[config.mk]
export PLATFORM = sky130hd
export DESIGN_NAME = mac_dot_sequencer
export DESIGN_NICKNAME = d
export VERILOG_FILES = /design/src/rtl/mac_dot_sequencer.sv
export SDC_FILE = /design/constraint.sdc
export NUM_CORES = 1
export LEC_CHECK = 0
export BUFFER_PORTS_ARGS = -buffer_cell sky130_fd_sc_hd__buf_2
export CORE_MARGIN = 4
export CORE_UTILIZATION = 39
export CTS_CLUSTER_SIZE = 16
export DETAILED_ROUTE_END_ITERATION = 12
export PLACE_DENSITY = 0.75
export SLEW_MARGIN = 25
export SYNTH_ARGS = -nofsm -noshare
export SYNTH_HDL_FRONTEND = slang
export SYNTH_SLANG_ARGS = --single-unit
[constraint.sdc]
create_clock -name clk -period 1.4 [get_ports clk]
set_input_delay 0.42 -clock clk [delete_from_list [all_inputs] [get_ports clk]]
set_output_delay 0.42 -clock clk [all_outputs]
set_load 0.03 [all_outputs]
[src/rtl/mac_dot_sequencer.sv]
// mac_dot_sequencer: sequences one LEN-pair dot-product job through a shared MAC; optional STALL_TIMEOUT_EN aborts stalled jobs
module mac_dot_sequencer #(
    parameter int DW     = 4,
    parameter int ACCW   = 9,
    parameter int LENW   = 4,
    parameter int TO_CYC = 15
) (
    input  logic            clk,
    input  logic            rst,
    input  logic            start,
    input  logic [LENW-1:0] len,
    output logic            busy,
    output logic            len_err,
    input  logic            in_valid,
    output logic            in_ready,
    input  logic [DW-1:0]   in_a,
    input  logic [DW-1:0]   in_b,
    output logic [DW-1:0]   mac_i,
    output logic [DW-1:0]   mac_j,
    output logic            mac_en,
    output logic            mac_clr,
    input  logic [ACCW-1:0] mac_f,
    output logic            res_valid,
    input  logic            res_ready,
    output logic [ACCW-1:0] result,
    output logic            timeout
);
    typedef enum logic [2:0] {IDLE, CLEAR, RUN, DRAIN, DONE} state_t;
    state_t state, state_nx;
    logic [LENW-1:0] count;
    logic accept;
    logic stall_hit;
    assign accept = (state == RUN) && in_valid;
`ifdef STALL_TIMEOUT_EN
    localparam int TOW = $clog2(TO_CYC + 1);
    logic [TOW-1:0] idle_cnt;
    logic to_flag;
    assign stall_hit = (state == RUN) && !in_valid && (idle_cnt == TOW'(TO_CYC - 1));
    assign timeout = to_flag;
    // Stall counter runs only in RUN; the abort flag is sticky until the result is taken
    always_ff @(posedge clk or posedge rst) begin
        if (rst) begin
            idle_cnt <= '0;
            to_flag  <= 1'b0;
        end else begin
            idle_cnt <= (state != RUN || accept) ? '0 : idle_cnt + 1'b1;
            if (stall_hit)
                to_flag <= 1'b1;
            else if (state == DONE && res_ready)
                to_flag <= 1'b0;
        end
    end
`else
    assign stall_hit = 1'b0;
    assign timeout = 1'b0;
`endif
    // State register
    always_ff @(posedge clk or posedge rst) begin
        if (rst) state <= IDLE;
        else     state <= state_nx;
    end
    // Next-state logic
    always_comb begin
        state_nx = state;
        case (state)
            IDLE:    if (start && len != '0) state_nx = CLEAR;
            CLEAR:   state_nx = RUN;
            RUN:     if ((accept && count == LENW'(1)) || stall_hit) state_nx = DRAIN;
            DRAIN:   state_nx = DONE;
            DONE:    if (res_ready) state_nx = IDLE;
            default: state_nx = IDLE;
        endcase
    end
    // Outputs decoded from state; operands pass through only while streaming
    always_comb begin
        busy      = state != IDLE;
        in_ready  = state == RUN;
        mac_en    = accept;
        mac_clr   = state == CLEAR;
        mac_i     = (state == RUN) ? in_a : '0;
        mac_j     = (state == RUN) ? in_b : '0;
        res_valid = state == DONE;
    end
    // Pair counter, zero-length error pulse and result capture at the end of DRAIN
    always_ff @(posedge clk or posedge rst) begin
        if (rst) begin
            count   <= '0;
            len_err <= 1'b0;
            result  <= '0;
        end else begin
            len_err <= (state == IDLE) && start && (len == '0);
            if (state == IDLE && start && len != '0)
                count <= len;
            else if (accept)
                count <= count - 1'b1;
            if (state == DRAIN)
                result <= mac_f;
        end
    end
endmodule

==> results of run 1 <==
==> layout make-up <==
cell class	instances	area [um2]	share of cell area, %
well taps	28	35.03	2.456
inverters	6	22.52	1.579
clock buffers	3	22.52	1.579
clock inverters	1	5.005	0.3509
flip-flops and latches	17	427.9	30.00
multi-input cells	49	454.2	31.84
repair buffers	64	459.2	32.19
==> where the power goes <==
| group | internal [uW] | switching, uW |
|---|---|---|
| Clock | 106 | 144 |
| Sequential | 728 | 225 |
| Combinational | 1080 | 1120 |
==> metal layers <==
| metal | up-vias | wire length [um] |
|---|---|---|
| met3 | 2 | 83 |
| met5 | - | 0 |
| met1 | 385 | 812 |
| met2 | 16 | 1403 |
| met4 | 0 | 21 |
| li1 | 393 | - |
==> state kept, by name, indices dropped and copies added, names as in the netlist <==
name	flops
result	9
count	4
state	3
len_err	1
==> stage by stage <==
stage | setup TNS [ns] | total power (uW)
detailed placement | -2.515 | 2752
floorplan | -2.923 | 2231
finish | -6.583 | 3410
CTS | -5.616 | 3319
global placement | -2.011 | 2678
global route | -8.465 | 3626
==> layout by cell type, fill, tap and decap left out, types with 2 or more instances in the layout <==
master,Yosys,routed
sky130_fd_sc_hd__inv_2,0,2
sky130_fd_sc_hd__buf_4,1,12
sky130_fd_sc_hd__dfrtp_1,17,15
sky130_fd_sc_hd__buf_2,1,36
sky130_fd_sc_hd__and2_4,0,3
sky130_fd_sc_hd__ha_1,2,2
sky130_fd_sc_hd__a221o_1,4,4
sky130_fd_sc_hd__inv_1,6,4
sky130_fd_sc_hd__and2_2,0,5
sky130_fd_sc_hd__dfrtp_2,0,2
sky130_fd_sc_hd__mux2_2,9,9
sky130_fd_sc_hd__nor3b_4,0,2
sky130_fd_sc_hd__clkbuf_4,0,3
sky130_fd_sc_hd__buf_6,3,15
sky130_fd_sc_hd__nor2_1,5,4
==> logic make-up (layout without fill, tap and decap cells) <==
logic type	Yosys count	count (layout)	synth area share, %
compound gates	9	9	8.495
xor+xnor	1	1	0.9751
fa+ha+maj	2	2	2.785
buf+inv	11	74	7.659
flops	17	17	47.35
mux	9	9	11.28
other cells	1	1	0.4174
simple gates	26	27	21.03
==> worst max-delay path, cell delays in order (launching register included) <==
cell	delay (ns)
sky130_fd_sc_hd__dfrtp_2	0.48
sky130_fd_sc_hd__nor3b_4	0.29
sky130_fd_sc_hd__and2_2	0.19
sky130_fd_sc_hd__buf_6	0.13
==> path summary, 6_finish.rpt <==
kind | endpoint | slack [ns] | cells after the start
min | result[2] | 0.13 | 3
max in group asynchronous | state[0] | 1.07 | 3
max | mac_i[2] | -0.39 | 3
min in group clk | state[2] | 0.33 | 2
max reg2reg | count[0] | -0.32 | 6
min reg2reg | result[8] | 0.51 | 1
==> what timing repair did <==
item | in CTS | in global routing
setup endpoints to repair | 17 | 27
gates cloned | 1 | 0
resized for setup | 28 | 9
setup buffers | 4 | 4
pin swaps | 6 | 3
==> summary.md, run 1 <==
| Metric | Value |
|---|---|
| Reg clk slew, reported paths | `0.09 ns` |
| Final cycle utilization of the critical path | `127.9%` |
| Share of the synthesized area in the top cell type | `47.35%` |
| Number of cells after detailed placement | `157` |
| Required time worst endpoint | `0.98 ns` |
| Final setup vio count | `27` |
| Worst-path fanout max | `6` |
| Count of yosys warnings during synthesis | `0` |
| Leakage | `0.0007271 uW` |
| Overall global routing resource usage | `15.07%` |
| Worst IR Drop VDD | `1.221 mV` |
| TritonCTS clock tree | `yes` |
| Top-level port count | `50` |
| Pins Over Slew Limit | `0` |
| Clock Latency Late Sink | `0.28 ns` |
| Final Skew | `0.001074 ns` |
| Clk Tree Root Cell | `sky130_fd_sc_hd__clkbuf_4` |
| Setup ws final | `-0.3911 ns` |
| Via total after detailed routing | `796` |
| R2r startpoint | `state[2]` |
| NumNets Final | `169` |
| Post-layout instance area | `1426 um2` |
| Met3 Usage GRT | `2.320%` |
| Pin count of the biggest net entering global routing | `18` |
| Site row count | `17` |
| Worst path arrival time | `1.37 ns` |
| Detail Placement HPWL | `1777 um` |
| Endpoint kind of the worst setup timing path | `primary output` |
| Share of synthesized flip-flops with an asynchronous set or reset | `100.0%` |
| Die Footprint | `3135 um2` |
| Number of global-route vias before repair | `816` |
| Unrepaired setup endpoints after global routing | `yes` |
| Met2 track demand over resource | `31.22%` |
| Final Hold Viols | `0` |
| Die outline width | `56.00 um` |
| Mapped Area | `898.4 um2` |
| Hold-fix buffer count after cts | `0` |
| Cell types with the largest area share after synthesis | `sky130_fd_sc_hd__dfrtp_1 (47%), sky130_fd_sc_hd__mux2_2 (11%), sky130_fd_sc_hd__and2_1 (5.6%)` |
| Remaining global-route overflow | `0` |
| Total wirelength of the detailed-routed design | `2320 um` |
| Dpl ws | `-0.2081 ns` |
| Number of filler instances in the final layout | `185` |
| Clock Path Buffers | `2` |
| Worst hold slack after final layout | `0.1263 ns` |
| H-Tree Level Count | `1` |
| Violation count after the first detailed-routing iteration | `5` |
| Number of enable-type register cells in the synthesized netlist | `0` |
| Most instantiated cells after synthesis | `sky130_fd_sc_hd__dfrtp_1 (17), sky130_fd_sc_hd__mux2_2 (9), sky130_fd_sc_hd__and2_1 (8)` |
| Per-cell routed wire length | `13.81 um` |
| Die Y-Extent | `56.00 um` |
| DRC violations left | `0` |
| Count of inserted antenna diode cells | `0` |
| Routed vias/inst | `4.738` |
| Port-buffer cells | `48` |
| Placed Instance Area | `1231 um2` |
| Worst Path Class, Setup | `flip-flop to primary output` |
| Layout cell share with drive strength beyond 1 | `70.00%` |
| Post-layout util | `64.48%` |
| Violated checks | `negative setup slack` |
| Share of the yosys chip area belonging to registers | `47.35%` |
| Post-route ant nets | `0` |
| Count of mapped cells out of synthesis | `76` |
| Result of the run | `complete, but fails checks` |
| Drt first pass iters | `4` |
| #FFs+latches synth | `17` |
| Count of non-filler cells in the finished layout | `168` |
| Initial antenna violation count | `0` |
| Element type at the critical path start | `flip-flop` |
| Clock buffer count from CTS | `3` |
| Layout Area Growth over Synthesis | `58.77%` |
| RD Place Congestion | `0.7254` |
| Power density relative to cell area | `2391 nW/um2` |
| Global Route met1 Usage | `14.51%` |
| Final period demand of the worst path | `1.791 ns` |
| Number of different library cells in the post-synthesis netlist | `30` |
| Largest area contributor in the synthesized netlist | `sky130_fd_sc_hd__dfrtp_1` |
| Sink count of the clock tree | `17` |
| Initial cell density of the core | `40.61%` |
| Critical path origin | `state[2]` |
| Most common cell in the synthesized netlist | `sky130_fd_sc_hd__dfrtp_1` |
| Global-route wire length before repair | `3698 um` |
| Maximum clock frequency | `558.3 MHz` |
| Global route hottest layer | `met2` |
| Area of the placeable core | `2212 um2` |
| Max Cap Violations | `0` |
| Mapped Nets | `104` |
| Most used flip-flop cell after synthesis | `sky130_fd_sc_hd__dfrtp_1` |
| Worst hold path class | `input port to asynchronous set/reset pin` |
| Synthesized area per cell | `11.82 um2` |
Note: power is estimated with default switching activity, not from simulation.
==> inputs of run 2 (changes only) <==
--- a/config.mk
+++ b/config.mk
@@ -6,6 +6,7 @@
 export NUM_CORES = 1
 export LEC_CHECK = 0
 export BUFFER_PORTS_ARGS = -buffer_cell sky130_fd_sc_hd__buf_2
+export CORE_ASPECT_RATIO = 1.4
 export CORE_MARGIN = 4
 export CORE_UTILIZATION = 39
 export CTS_CLUSTER_SIZE = 16
==> run 2 against run 1 <==
  * The flow still finishes with violations (negative setup slack)
  * Clock power increased by 8%
  * Non-clock buffer count increased by 2
  * Maximum frequency decreased by 0.61%
  * Final area increased by 2.7%
  * Via count increased by 2.4%
  * Hold slack got worse by 0.014 ns
  * Total power increased by 3.2%
  * Sequential cell count unchanged
  * Largest cell class is now multi-input combinational cells
  * Largest power group unchanged
  * Highest routed layer unchanged
==> summary.md, run 2 (synthesized netlist as in run 1, its figures left out) <==
| Metric | Value |
|---|---|
| Clock Latency Late Sink | `0.30 ns` |
| TritonCTS clock tree | `yes` |
| Worst-path fanout max | `4` |
| Reg2reg path depth | `6` |
| Final Skew | `0.002650 ns` |
| Initial antenna violation count | `0` |
| Remaining global-route overflow | `0` |
| Count of non-filler cells in the finished layout | `164` |
| Total wirelength of the detailed-routed design | `2453 um` |
| Summed negative setup slack over all endpoints | `-7.366 ns` |
| Unrepaired setup endpoints after global routing | `yes` |
| Final period demand of the worst path | `1.802 ns` |
| Worst path arrival time | `1.38 ns` |
| Dpl ws | `-0.2122 ns` |
| Post-layout instance area | `1465 um2` |
| Placed Instance Area | `1224 um2` |
| Final setup vio count | `27` |
| Most common cell after layout, fill and taps aside | `sky130_fd_sc_hd__buf_2` |
| Setup ws final | `-0.4021 ns` |
| Drt first pass iters | `3` |
| Number of cells after detailed placement | `151` |
| Per-cell routed wire length | `14.96 um` |
| Overall global routing resource usage | `16.02%` |
| Element type at the critical path start | `flip-flop` |
| Max FFs per register | `9` |
| Number of filler instances in the final layout | `174` |
| Clk Tree Root Cell | `sky130_fd_sc_hd__clkbuf_4` |
| Post-route ant nets | `0` |
| Worst reg2reg setup slack | `-0.35 ns` |
| Violation count after the first detailed-routing iteration | `21` |
| Number of global-route vias before repair | `908` |
| Max Cap Violations | `0` |
| Multi-input gate area | `488.0 um2` |
| H-Tree Level Count | `1` |
| Clock buffer count from CTS | `3` |
| Worst hold path class | `input port to asynchronous set/reset pin` |
| Power density relative to cell area | `2403 nW/um2` |
| Hold-fix buffer count after cts | `0` |
| Leakage | `0.0007411 uW` |
| Count of inserted antenna diode cells | `0` |
| Clock Path Buffers | `2` |
| Maximum clock frequency | `554.9 MHz` |
| Worst IR Drop VDD | `1.240 mV` |
| RD Place Congestion | `0.7703` |
| Die Y-Extent | `64.79 um` |
| Largest register by flop count | `result` |
| NumNets Final | `171` |
| DRC violations left | `0` |
| Site row count | `20` |
| Initial cell density of the core | `41.26%` |
| Sink count of the clock tree | `17` |
| Reg clk slew, reported paths | `0.10 ns` |
| Top-level port count | `50` |
| Required time worst endpoint | `0.98 ns` |
| Violated checks | `negative setup slack` |
| Area of the placeable core | `2177 um2` |
| Global route hottest layer | `met2` |
| Final Hold Viols | `0` |
| Global-route wire length before repair | `3988 um` |
| Routed vias/inst | `4.970` |
| R2r startpoint | `state[2]` |
| Layout Area Growth over Synthesis | `63.09%` |
| Via total after detailed routing | `815` |
| Highest-count cells in the layout ignoring fill and taps | `sky130_fd_sc_hd__buf_2 (36), sky130_fd_sc_hd__buf_4 (15), sky130_fd_sc_hd__dfrtp_1 (14), sky130_fd_sc_hd__buf_6 (14), sky130_fd_sc_hd__mux2_2 (9)` |
| Met2 track demand over resource | `28.76%` |
| Die Footprint | `3146 um2` |
| Port-buffer cells | `48` |
| Largest registers | `result x9, count x4, state x3` |
| Worst Path Class, Setup | `flip-flop to primary output` |
| Global Route met1 Usage | `17.47%` |
| Destination of the worst register-to-register timing path | `count[2]` |
| Worst hold slack after final layout | `0.1128 ns` |
| Detail Placement HPWL | `1750 um` |
| Die outline width | `48.56 um` |
| Met3 Usage GRT | `2.989%` |
| Pins Over Slew Limit | `0` |
| Endpoint kind of the worst setup timing path | `primary output` |
| Layout cell share with drive strength beyond 1 | `72.54%` |
| Result of the run | `complete, but fails checks` |
| Critical path origin | `state[1]` |
| Final cycle utilization of the critical path | `128.7%` |
| Pin count of the biggest net entering global routing | `18` |
| Storage element area | `429.2 um2` |
==> run 2: cell types whose count changed in the layout (fill, tap and decap cells not counted) <==
cell	delta
sky130_fd_sc_hd__nand2_1	-1
sky130_fd_sc_hd__buf_4	+3
sky130_fd_sc_hd__nor2_4	+1
sky130_fd_sc_hd__nor4bb_4	+1
sky130_fd_sc_hd__dfrtp_1	-1
sky130_fd_sc_hd__dfrtp_2	+1
sky130_fd_sc_hd__nand4bb_2	-1
sky130_fd_sc_hd__nand4bb_4	+1
sky130_fd_sc_hd__nand2_2	+1
sky130_fd_sc_hd__nor4bb_1	-1
sky130_fd_sc_hd__buf_6	-1
sky130_fd_sc_hd__nor2_2	-1
==> run 2: per-layer routing <==
metal	up-vias	wire, um
met5	-	0
met2	17	1427
met3	5	92
li1	397	-
met4	0	43
met1	396	890
==> run 2: through the flow <==
| stage | total power (uW) | util [%] |
|---|---|---|
| 6_report | 3520 | 67.30 |
| 5_1_grt | 3730 | 67.30 |
| 4_1_cts | 3365 | 64.43 |
| 3_5_place_dp | 2731 | 56.21 |
| 3_3_place_gp | 2670 | 56.21 |
| 2_1_floorplan | 2231 | - |
==> run 2: repair_timing <==
action,4_1_cts,5_1_grt
gates cloned,1,0
gates resized for setup,31,10
buffers inserted,4,4
pin swaps,3,8
hold endpoints to repair,0,0
setup endpoints to repair,17,28
==> run 2: worst max-delay path by stage <==
stage          slack [ns]       end
6_report            -0.40      busy
5_1_grt             -0.45  mac_j[1]
4_1_cts             -0.39  mac_i[0]
3_5_place_dp        -0.21  mac_i[0]
3_3_place_gp        -0.14  mac_j[1]
2_1_floorplan       -0.29  mac_i[0]
==> run 2: where the power goes <==
group / internal (uW) / switching [uW]
Sequential: 730 / 235
Combinational: 1140 / 1150
Clock: 107 / 163
==> run 2: worst max-delay path, stage by stage, from the launching register on <==
cell and delay, ns:
sky130_fd_sc_hd__dfrtp_2 0.44, sky130_fd_sc_hd__buf_6 0.12, sky130_fd_sc_hd__or3_4 0.37, sky130_fd_sc_hd__buf_6 0.14
==> run 2: final cells by class <==
class	instances	share of cell area (%)
timing repair buffer	66	32.11
sequential	17	29.29
tap	22	1.879
inverter	6	1.537
clock buffer	3	1.537
multi-input combinational	49	33.30
clock inverter	1	0.3416
